$ cat src/rtl/plru_repl_ctrl.sv
// Tree-PLRU replacement controller for a 4-way set-associative cache: one request in flight,
// hit way or victim returned two cycles after accept. Optional macro: PLRU_INVALID_FIRST_EN.
module plru_repl_ctrl #(
  parameter int SETS  = 16,
  parameter int SET_W = $clog2(SETS)
) (
  input  logic             clk0,
  input  logic             rst0,
  input  logic             req_valid,
  output logic             req_ready,
  input  logic [SET_W-1:0] req_set,
  input  logic             req_hit,
  input  logic [1:0]       req_way,
  output logic             resp_valid,
  output logic [1:0]       resp_way,
  input  logic             flush_req,
  output logic             flush_busy,
  input  logic [3:0]       way_valid
);

  typedef enum logic [1:0] {IDLE, LOOKUP, UPDATE, FLUSH} state_t;

  localparam logic [SET_W-1:0] LAST_SET = SET_W'(SETS - 1);

  state_t           state_q, state_d;
  logic [2:0]       plru_q [SETS];
  logic [SET_W-1:0] set_q;
  logic             hit_q;
  logic [1:0]       way_q;
  logic [1:0]       resp_way_q;
  logic [SET_W-1:0] flush_cnt_q;
  logic [2:0]       cur_state;
  logic [1:0]       miss_way;
  logic             accept;

  // State bits are {b2,b1,b0}: b0 picks the pair, b1/b2 pick within pair {0,1}/{2,3}.
  function automatic logic [1:0] tree_victim(input logic [2:0] s);
    if (s[0]) return s[2] ? 2'd3 : 2'd2;
    else      return s[1] ? 2'd1 : 2'd0;
  endfunction

  // The touched way's path bits are pointed away from it; the other pair's bit is kept.
  function automatic logic [2:0] touch(input logic [2:0] s, input logic [1:0] w);
    logic [2:0] n;
    n = s;
    case (w)
      2'd0: begin n[0] = 1'b1; n[1] = 1'b1; end
      2'd1: begin n[0] = 1'b1; n[1] = 1'b0; end
      2'd2: begin n[0] = 1'b0; n[2] = 1'b1; end
      default: begin n[0] = 1'b0; n[2] = 1'b0; end
    endcase
    return n;
  endfunction

`ifdef PLRU_INVALID_FIRST_EN
  logic [3:0] valid_q;

  function automatic logic [1:0] first_invalid(input logic [3:0] v);
    if (!v[0])      return 2'd0;
    else if (!v[1]) return 2'd1;
    else if (!v[2]) return 2'd2;
    else            return 2'd3;
  endfunction

  always_ff @(posedge clk0 or posedge rst0) begin
    if (rst0)        valid_q <= 4'b1111;
    else if (accept) valid_q <= way_valid;
  end
`else
  logic unused_way_valid;
  assign unused_way_valid = ^way_valid;
`endif

  // State register
  // NOTE: sequential state uses non-blocking assignments so every flop samples pre-edge values.
  always_ff @(posedge clk0 or posedge rst0) begin
    if (rst0) state_q <= IDLE;
    else      state_q <= state_d;
  end

  // Next-state logic; a flush request in IDLE takes priority over a pending request.
  // NOTE: state_d is defaulted first so no path through the case can infer a latch.
  always_comb begin
    state_d = state_q;
    case (state_q)
      IDLE: begin
        if (flush_req)      state_d = FLUSH;
        else if (req_valid) state_d = LOOKUP;
      end
      LOOKUP:  state_d = UPDATE;
      UPDATE:  state_d = IDLE;
      FLUSH:   if (flush_cnt_q == LAST_SET) state_d = IDLE;
      default: state_d = IDLE;
    endcase
  end

  // Outputs decoded from state
  always_comb begin
    req_ready  = (state_q == IDLE) && !flush_req && !rst0;
    resp_valid = (state_q == UPDATE);
    flush_busy = (state_q == FLUSH);
  end

  assign accept   = req_valid && req_ready;
  assign resp_way = resp_way_q;

  assign cur_state = plru_q[set_q];

  always_comb begin
    miss_way = tree_victim(cur_state);
`ifdef PLRU_INVALID_FIRST_EN
    if (valid_q != 4'b1111) miss_way = first_invalid(valid_q);
`endif
  end

  always_ff @(posedge clk0 or posedge rst0) begin
    if (rst0) begin
      set_q      <= '0;
      hit_q      <= 1'b0;
      way_q      <= 2'd0;
      resp_way_q <= 2'd0;
    end else begin
      if (accept) begin
        set_q <= req_set;
        hit_q <= req_hit;
        way_q <= req_way;
      end
      if (state_q == LOOKUP) resp_way_q <= hit_q ? way_q : miss_way;
    end
  end

  always_ff @(posedge clk0 or posedge rst0) begin
    if (rst0)                   flush_cnt_q <= '0;
    else if (state_q == FLUSH)  flush_cnt_q <= flush_cnt_q + 1'b1;
    else                        flush_cnt_q <= '0;
  end

  // NOTE: the PLRU array lives in flops and is reset explicitly, since a reset must leave every
  // set at 3'b000 without waiting for a flush sweep.
  always_ff @(posedge clk0 or posedge rst0) begin
    if (rst0) begin
      for (int i = 0; i < SETS; i++) plru_q[i] <= 3'b000;
    end else if (state_q == UPDATE) begin
      plru_q[set_q] <= touch(cur_state, resp_way_q);
    end else if (state_q == FLUSH) begin
      plru_q[flush_cnt_q] <= 3'b000;
    end
  end

endmodule
$ cat config.mk
export PLATFORM = sky130hd
export DESIGN_NAME = plru_repl_ctrl
export DESIGN_NICKNAME = d
export VERILOG_FILES = /design/src/rtl/plru_repl_ctrl.sv
export SDC_FILE = /design/constraint.sdc
export NUM_CORES = 1
export LEC_CHECK = 0
export BUFFER_PORTS_ARGS = -buffer_cell sky130_fd_sc_hd__buf_4
export CORE_MARGIN = 5
export CORE_UTILIZATION = 50
export DETAILED_ROUTE_END_ITERATION = 10
export PLACE_DENSITY = 0.7
export SYNTH_ARGS = -nofsm -noshare
export SYNTH_HDL_FRONTEND = slang
export SYNTH_SLANG_ARGS = --single-unit
$ cat constraint.sdc
create_clock -name clk0 -period 2.7 [get_ports clk0]
set_clock_uncertainty 0.15 [all_clocks]
set_input_delay 0.27 -clock clk0 [delete_from_list [all_inputs] [get_ports clk0]]
set_output_delay 0.27 -clock clk0 [all_outputs]
set_load 0.01 [all_outputs]
==> impl_metrics.ini, run 1 <==
[finish]
area_growth_syn_to_layout_pct = 14.3
drive_above_1_share = 0.211
final_util = 0.596
layout.cells.non_filler = 364
layout_commonest_cell = dfrtp_1
n_antenna_cell = 0
final_cell_mix = dfrtp_1 (63), a22o_1 (42), nor2_1 (32)
fin_nets = 303

[power]
pwr-share-seq = 0.397
cellLeakagePower_uw = 0.00162
power.density_nw_per_um2 = 1200
swShare = 0.352
power.switching_uw = 1520
finalPower_uw = 4320
peakVddDrop_v = 0.000669
power_frac_clock = 0.226
internal-power_uw = 2800
combPwrFrac = 0.377

[floorplan]
placementRows = 28
die_w_um = 89.3
start_util = 0.521
io_pins = 20
die_y_um = 89.3
die-area_um2 = 7970
coreArea_um2 = 6030

[clock_tree]
post_cts_resized = 0
cts_hold_buf = 2
clk_pin_slew_ns = 0.07
h-tree-depth = 3
cts_tree = done
clockBufferDepth = 2
root_buffer = clkbuf_8
cts_made_buffers = 9
cts_setup_buffers = 0
clkLatencyLatePin_ns = 0.35
cts.sinks = 63

[setup_path]
setup.worst_path.class = reg -> reg
path_cells = mux4_1 -> a22oi_1 -> and3_2 -> mux2i_4 -> a22o_1
slowest_delay_ns = 0.65
worstPathRequired_ns = 2.78
crit_path_end_kind = register
critPathBufInv = 0
critPathMaxFanout = 16
cp.arrival_ns = 2.62
startpoint_type = register
crit_family = multiplexers
cp_slowest_cell = mux4_1

[detailed_routing]
ant_nets = 0
avgRoutedWirePerCell_um = 19.4
num_vias = 2253
firstDrtPassIters = 4
drc = 0
drt-met1-wl_mm = 3.30
top_layer = met4
wl_met3_um = 317
via_per_inst = 6.19
drt-total-wl_mm = 7.06
drtIter0Drc = 203
wl_met2_mm = 3.29

[timing]
slew_viol_final = 0
setup_tns_ns = 0
worst_pin_slew_ns = 0.602
rsz0062_at_grt = false
final.period_utilization = 0.938
relSlewSlack = 0.590
max_freq_mhz = 395
period_needed_ns = 2.53
hold_viol = 0
setup_viol = 0

[logic_synthesis]
synth_cell_type_count = 33
syn_area_per_cell_um2 = 11.9
synth_cells = 263
synthArstFlopShare = 1.00
syn_nets = 282
yosysSeqAreaShare = 0.502
synth-seq-cells = 63
synth_warnings = 0
syn_area_um2 = 3140
synth_edf_count = 0
yosys_most_used_dff = dfrtp_1

[global_routing]
grt_pass1_wl_mm = 11.8
grt_max_degree = 37
grt_overflow = 0
first_global_vias = 2273
antenna_found_initial = 0
grt_usage = 0.202

[place]
dp_hpwl_mm = 4.98
gp_congestion = 0.869
dp.cells = 345
io_buffers = 15

[status]
status = finished, final reports clean

[run]
max_cap_violations = 0

[worst_hold_path]
hold_path_class = in -> reg
## state kept, by name, indices dropped and copies added (netlist names)
name / flops
hit_q: 1
way_q: 2
set_q: 4
resp_way: 2
flush_cnt_q: 4
state_q: 2
plru_q: 48
## routing by layer
metal  vias to the layer above  GRT usage
met5                         -          0
met4                         0      0.101
met3                        12     0.0415
met2                        59      0.299
met1                      1149      0.283
li1                       1033          -
## power groups by stage
| stage | combinational [µW] | clock, µW | sequential (µW) |
|---|---|---|---|
| 6_report | 1630 | 977 | 1720 |
| 5_1_grt | 1770 | 1040 | 1770 |
| 4_1_cts | 1640 | 991 | 1710 |
| 3_5_place_dp | 1620 | 0 | 1720 |
| 3_3_place_gp | 1580 | 0 | 1710 |
| 2_1_floorplan | 1440 | 0 | 1510 |
## cells by family after synthesis
logic type | after synthesis | synth area share
and+or+nand+nor | 79 | 0.114
buffers and inverters | 20 | 0.0366
adders and majority gates | 4 | 0.0159
AOI/OAI and AO/OA | 72 | 0.183
xor gates and xnor gates | 2 | 0.00558
muxes | 23 | 0.143
DFF | 63 | 0.502
## final timing paths
| kind | start | to | slack [ns] | depth (start not counted) |
|---|---|---|---|---|
| worst min register to register | plru_q[38] | plru_q[38] | 0.35 | 1 |
| max in group asynchronous | rst0 | plru_q[21] | 1.40 | 4 |
| worst max-delay path | set_q[0] | plru_q[10] | 0.17 | 5 |
| min in group asynchronous | rst0 | state_q[0] | 0.41 | 3 |
| worst min-delay path | req_set[1] | set_q[1] | 0.008 | 2 |
| worst max register to register | set_q[0] | plru_q[10] | 0.17 | 5 |
## cells in the mapped netlist, types with 2 or more instances
| cell type | n | share of area |
|---|---|---|
| a22o_1 | 42 | 0.12 |
| nand2_1 | 16 | 0.019 |
| mux4_1 | 8 | 0.067 |
| mux2i_4 | 2 | 0.014 |
| nor2b_1 | 5 | 0.010 |
| o21ai_0 | 17 | 0.027 |
| buf_6 | 3 | 0.011 |
| a21oi_1 | 2 | 0.0032 |
| nor3_1 | 8 | 0.013 |
| nor2_1 | 32 | 0.038 |
| mux4_2 | 4 | 0.029 |
| a22oi_1 | 3 | 0.0072 |
| clkbuf_1 | 10 | 0.012 |
| inv_1 | 4 | 0.0048 |
| nand2b_1 | 5 | 0.010 |
| ha_1 | 4 | 0.016 |
| mux2_2 | 7 | 0.025 |
| dfrtp_1 | 63 | 0.50 |
| nand3_1 | 9 | 0.014 |
| a22o_2 | 6 | 0.019 |
## worst register-to-register path, cell delays in order (launching register included)
cell	delay [ns]
dfrtp_1	0.60
mux4_1	0.65
a22oi_1	0.28
and3_2	0.27
mux2i_4	0.18
a22o_1	0.29
## through the flow
stage	setup slack (ns)	hold slack, ns	area (µm²)
detailed placement	0.202	0.236	3320
global placement	0.233	0.230	3320
CTS	0.165	0.000220	3580
floorplan	0.641	0.271	3140
finish	0.167	0.00771	3590
global route	0.109	0.00346	3590
## layout make-up
cell class,instances,area (µm²)
multi-input combinational,180,1450
inverter,5,18.8
clock buffer,14,183
tap,75,93.8
timing repair buffer,25,208
sequential,63,1580
fill,508,2440
clock inverter,2,60.1
(Power assumes the default switching activity.)
==> run 2: changes to the inputs <==
ABC_AREA = 1   (was default)
PLACE_DENSITY = 0.69   (was 0.7)
==> impl_metrics.ini, run 2 <==
[logic_synthesis]
synth_edf_count = 0
synth_warnings = 0
synth_cell_type_count = 34
synth_cells = 449
yosys-top-cells-count = nand2_1 (142), inv_1 (73), dfrtp_1 (63)
yosys_most_used_dff = dfrtp_1
syn_nets = 468
synthArstFlopShare = 1.00
yosysTopAreaCellShare = 0.433
yosys.area.top_type = dfrtp_1
yosysSeqAreaShare = 0.433
synthMostInstantiatedCell = nand2_1
synth-seq-cells = 63
syn_area_per_cell_um2 = 8.12
syn_area_um2 = 3640
yosys-top-cells-area = dfrtp_1 (43%), nand2_1 (15%), inv_1 (7.5%)

[setup_path]
startpoint_type = register
cpMostUsedCell = nand2_1
setup.worst_path.class = reg -> reg
cp_slowest_cell = dfrtp_1
worstPathRequired_ns = 2.81
crit_path_end_kind = register
slowest_delay_ns = 0.41
cp.arrival_ns = 2.15
path_cells = buf_4 -> nand2_1 -> nand2_1 -> nand2_1 -> nand2_1 -> nand2_1 -> nand2_1 -> inv_2 -> nand3_2 -> nand2_4 -> o22ai_1
critPathMaxFanout = 33
critPathBufInv = 2
crit_family = simple AND/OR/NAND/NOR gates

[finish]
drive_above_1_share = 0.190
largest_reg_flops = 48
area_growth_syn_to_layout_pct = 9.51
regArea_um2 = 1580
top_register = plru_q
num-fill-cells = 685
layout_commonest_cell = nand2_1
fin_nets = 483
n_antenna_cell = 0
multi_input_area_um2 = 1590
final_cell_mix = nand2_1 (142), inv_1 (72), dfrtp_1 (63)
top_regs = plru_q: 48 flops, flush_cnt_q: 4 flops, set_q: 4 flops

[floorplan]
start_util = 0.508
die_y_um = 95.4
coreArea_um2 = 7180
io_pins = 20
die_w_um = 95.4
placementRows = 31
die-area_um2 = 9100

[timing]
final.period_utilization = 0.757
rsz0062_at_grt = false
slew_viol_final = 0
setup_viol = 0
hold_viol = 0
max_freq_mhz = 489
worst_pin_slew_ns = 0.619
hold_ws_ns = 0.0141
relSlewSlack = 0.587
setup_tns_ns = 0
period_needed_ns = 2.04

[global_routing]
grt_overflow = 0
first_global_vias = 2994
antenna_found_initial = 0
grt_max_degree = 37
grt_usage = 0.206
grt_pass1_wl_mm = 14.4

[power]
cellLeakagePower_uw = 0.00189
power.density_nw_per_um2 = 1130
peakVddDrop_v = 0.000609

[clock_tree]
cts.sinks = 63
cts_setup_buffers = 0
cts_hold_buf = 3
clkLatencyLatePin_ns = 0.34
h-tree-depth = 3
root_buffer = clkbuf_8
cts_made_buffers = 9
post_cts_resized = 0
cts_tree = done
clk_pin_slew_ns = 0.07
clockBufferDepth = 2

[detailed_routing]
drtIter0Drc = 198
avgRoutedWirePerCell_um = 14.5
drc = 0
num_vias = 2968
firstDrtPassIters = 4
drt-total-wl_mm = 8.23
ant_nets = 0
via_per_inst = 5.23

[place]
io_buffers = 15
gp_congestion = 0.855
dp_hpwl_mm = 5.72

[status]
status = finished, final reports clean

[worst_hold_path]
hold_path_class = in -> reg

[run]
max_cap_violations = 0
## run 2: changes by cell type after synthesis, moves of 17 or more
cell | before | now
a22o_1 | 42 | 0
inv_1 | 4 | 73
nand2_1 | 16 | 142
nor2_1 | 32 | 15
o22ai_1 | 0 | 29
o22ai_2 | 0 | 20
## run 2: routing by layer
metal / global-route usage / up-vias / part of all wire
li1: - / 1471 / -
met1: 0.286 / 1416 / 0.46
met2: 0.325 / 72 / 0.48
met3: 0.0410 / 9 / 0.045
met4: 0.0616 / 0 / 0.014
met5: 0 / - / 0
## run 2: power by group
group          total (µW)  switching (µW)  internal [µW]
combinational        2210            1440            764
clock                 766             347            418
sequential           1540             240           1300
## run 2: cells by family after synthesis
kind of cell	synth area share
flops	0.433
compound gates	0.187
buf+inv	0.131
mux	0.00927
fa+ha+maj	0.0137
simple gates	0.227
## run 2: worst paths after layout
| check | slack (ns) | start | cells past startpoint | to |
|---|---|---|---|---|
| min | 0.01 | req_way[0] | 2 | way_q[0] |
| max reg2reg | 0.66 | set_q[0] | 11 | plru_q[1] |
| min in group asynchronous | 0.43 | rst0 | 3 | set_q[1] |
| max | 0.66 | set_q[0] | 11 | plru_q[1] |
| min reg2reg | 0.37 | way_q[1] | 1 | way_q[1] |
| max in group asynchronous | 1.36 | rst0 | 4 | flush_cnt_q[3] |
## run 2: cell type report
| class | instances | area share |
|---|---|---|
| clock buffers | 11 | 0.0329 |
| clock inverters | 4 | 0.0119 |
| inverters | 84 | 0.0803 |
| multi-input cells | 282 | 0.399 |
| flip-flops and latches | 63 | 0.395 |
| well taps | 99 | 0.0310 |
| repair buffers | 24 | 0.0502 |
## run 2: worst reg2reg max path, delay by kind of cell (launching register included)
kind,cells,cell delay (ns)
AOI/OAI and AO/OA,1,0.18
DFF,1,0.41
buffers and inverters,2,0.43
and+or+nand+nor,8,0.78
## run 2: through the flow
step | util | instance area (µm²) | worst slack (ns) | power [µW] | std cells
finish | 0.556 | 3990 | 0.656 | 4520 | 567
global placement | 0.527 | 3780 | 0.716 | 3680 | 549
detailed placement | 0.527 | 3780 | 0.675 | 3750 | 549
floorplan | - | 3640 | 0.710 | 3330 | 449
CTS | 0.556 | 3990 | 0.654 | 4530 | 567
global route | 0.556 | 3990 | 0.453 | 4890 | 567
==> run 3: changes to the inputs <==
ABC_AREA = 0   (was 1)
PLACE_DENSITY = 0.72   (was 0.69)
clock period = 1.7 ns   (was 2.7 ns; I/O delays follow)
==> impl_metrics.ini, run 3 (synthesis gave the netlist of run 1 again) <==
[status]
status = finished with violations
violations = setup timing

[setup_path]
critPathLaunch = set_q[0]
cp.arrival_ns = 2.30
path_cells = buf_12 -> mux4_2 -> a22oi_2 -> and3_4 -> mux2i_4 -> a22o_2
r2r-start = set_q[0]
cp.depth = 6
critPathMaxFanout = 8
worstPathRequired_ns = 1.78
ff2ff_path_depth = 6
slowest_delay_ns = 0.54
startpoint_type = register
crit_family = multiplexers
r2r_end = plru_q[14]
setup.worst_path.class = reg -> reg
crit_end = plru_q[14]
critPathBufInv = 1
cp_slowest_cell = mux4_2
crit_path_end_kind = register
r2r_slack_ns = -0.52

[floorplan]
die-area_um2 = 7970
coreArea_um2 = 6030
die_y_um = 89.3
start_util = 0.521
die_w_um = 89.3
placementRows = 28
io_pins = 20

[power]
cellLeakagePower_uw = 0.00203
power.density_nw_per_um2 = 1940
peakVddDrop_v = 0.00144

[finish]
area_growth_syn_to_layout_pct = 44.7
multi_input_area_um2 = 1780
top_register = plru_q
layout_commonest_cell = buf_4
num-fill-cells = 345
fin_nets = 379
regArea_um2 = 1580
layout.cells.non_filler = 440
largest_reg_flops = 48
final_cell_mix = buf_4 (74), dfrtp_1 (59), a22o_1 (42)
n_antenna_cell = 0
top_regs = plru_q: 48 flops, flush_cnt_q: 4 flops, set_q: 4 flops
drive_above_1_share = 0.523

[clock_tree]
h-tree-depth = 3
clk_pin_slew_ns = 0.07
cts_tree = done
clkLatencyLatePin_ns = 0.35
clockBufferDepth = 2
cts_made_buffers = 9
cts.sinks = 63
root_buffer = clkbuf_8

[place]
gp_congestion = 0.892
dp.cells = 407
pre_cts_slack_ns = -0.519
dp_hpwl_mm = 5.60
io_buffers = 15

[global_routing]
antenna_found_initial = 0
grt_usage = 0.282
grt_max_degree = 64
first_global_vias = 2998
grt_overflow = 0
grt_pass1_wl_mm = 16.3

[detailed_routing]
num_vias = 2779
drtIter0Drc = 271
drt-total-wl_mm = 10.0
via_per_inst = 6.32
avgRoutedWirePerCell_um = 22.7
drc = 0
ant_nets = 0
firstDrtPassIters = 5

[timing]
hold_viol = 0
max_freq_mhz = 450
relSlewSlack = 0.672
rsz0062_at_grt = true
setup_tns_ns = -16.06
worst_pin_slew_ns = 0.492
slew_viol_final = 0
final.period_utilization = 1.31
period_needed_ns = 2.22
setup_slack_ns = -0.521
setup_viol = 47
hold_ws_ns = 0.340

[run]
max_cap_violations = 0

[worst_hold_path]
hold_path_class = in -> async
[run 3: changes by cell type in the layout (fill, tap and decap cells not counted), sizes merged, moves of 7 or more]
cell | before | now
mux4 | 0 | 12
inv | 83 | 3
a22o | 0 | 48
nand2 | 147 | 16
o22ai | 49 | 0
dlygate4sd3 | 3 | 10
o21ai | 6 | 17
buf | 21 | 89
nor2 | 16 | 32
a22oi | 11 | 3
a21oi | 15 | 2
[run 3: timing repair]
action                                 4_1_cts  5_1_grt
endpoints found under the hold margin       72        0
resized for setup                           97       12
hold buffers                                10        0
setup endpoints to repair                   59       60
gates cloned                                 3        0
buffers inserted                            10        2
pin swaps                                   43       18
[run 3: worst min-delay path, cell delays in order]
cell           delay [ns]
dlygate4sd3_1        0.54
buf_4                0.16
clkinvlp_4           0.07
buf_12               0.29
[run 3: routing by layer]
layer / vias up / track usage / wire (µm)
li1: 1182 / - / -
met1: 1400 / 0.351 / 3870
met2: 148 / 0.453 / 4920
met3: 49 / 0.0811 / 724
met4: 0 / 0.137 / 493
met5: - / 0 / 0
[run 3: worst min path at each step]
stage,start,endpoint,slack (ns),cells after the start
floorplan,rst0,flush_cnt_q[0],0.14,1
global placement,rst0,plru_q[9],0.15,3
detailed placement,rst0,plru_q[9],0.15,3
CTS,rst0,plru_q[9],0.34,4
global route,rst0,plru_q[1],0.36,4
finish,rst0,plru_q[9],0.34,4
[run 3: area by class of cell]
class	count	area share
Tap cell	75	0.0206
Multi-Input combinational cell	182	0.392
Clock buffer	13	0.0349
Timing Repair Buffer	99	0.185
Clock inverter	3	0.0143
Sequential cell	63	0.348
Inverter	5	0.00495
[run 3: metrics by stage]
stage | util | cell area (µm²) | power (µW)
after floorplan | - | 3160 | 4780
after global placement | 0.631 | 3800 | 5990
after detailed placement | 0.631 | 3800 | 6110
after CTS | 0.752 | 4530 | 8570
after global routing | 0.755 | 4550 | 9220
final | 0.755 | 4550 | 8820
[run 3: report_power, final]
part | internal, µW | total (µW) | leakage (µW) | switching, µW
sequential | 2130 | 2710 | 0.000809 | 586
combinational | 2370 | 4620 | 0.00111 | 2250
clock | 905 | 1490 | 0.000114 | 583
total | 5400 | 8820 | 0.00203 | 3420
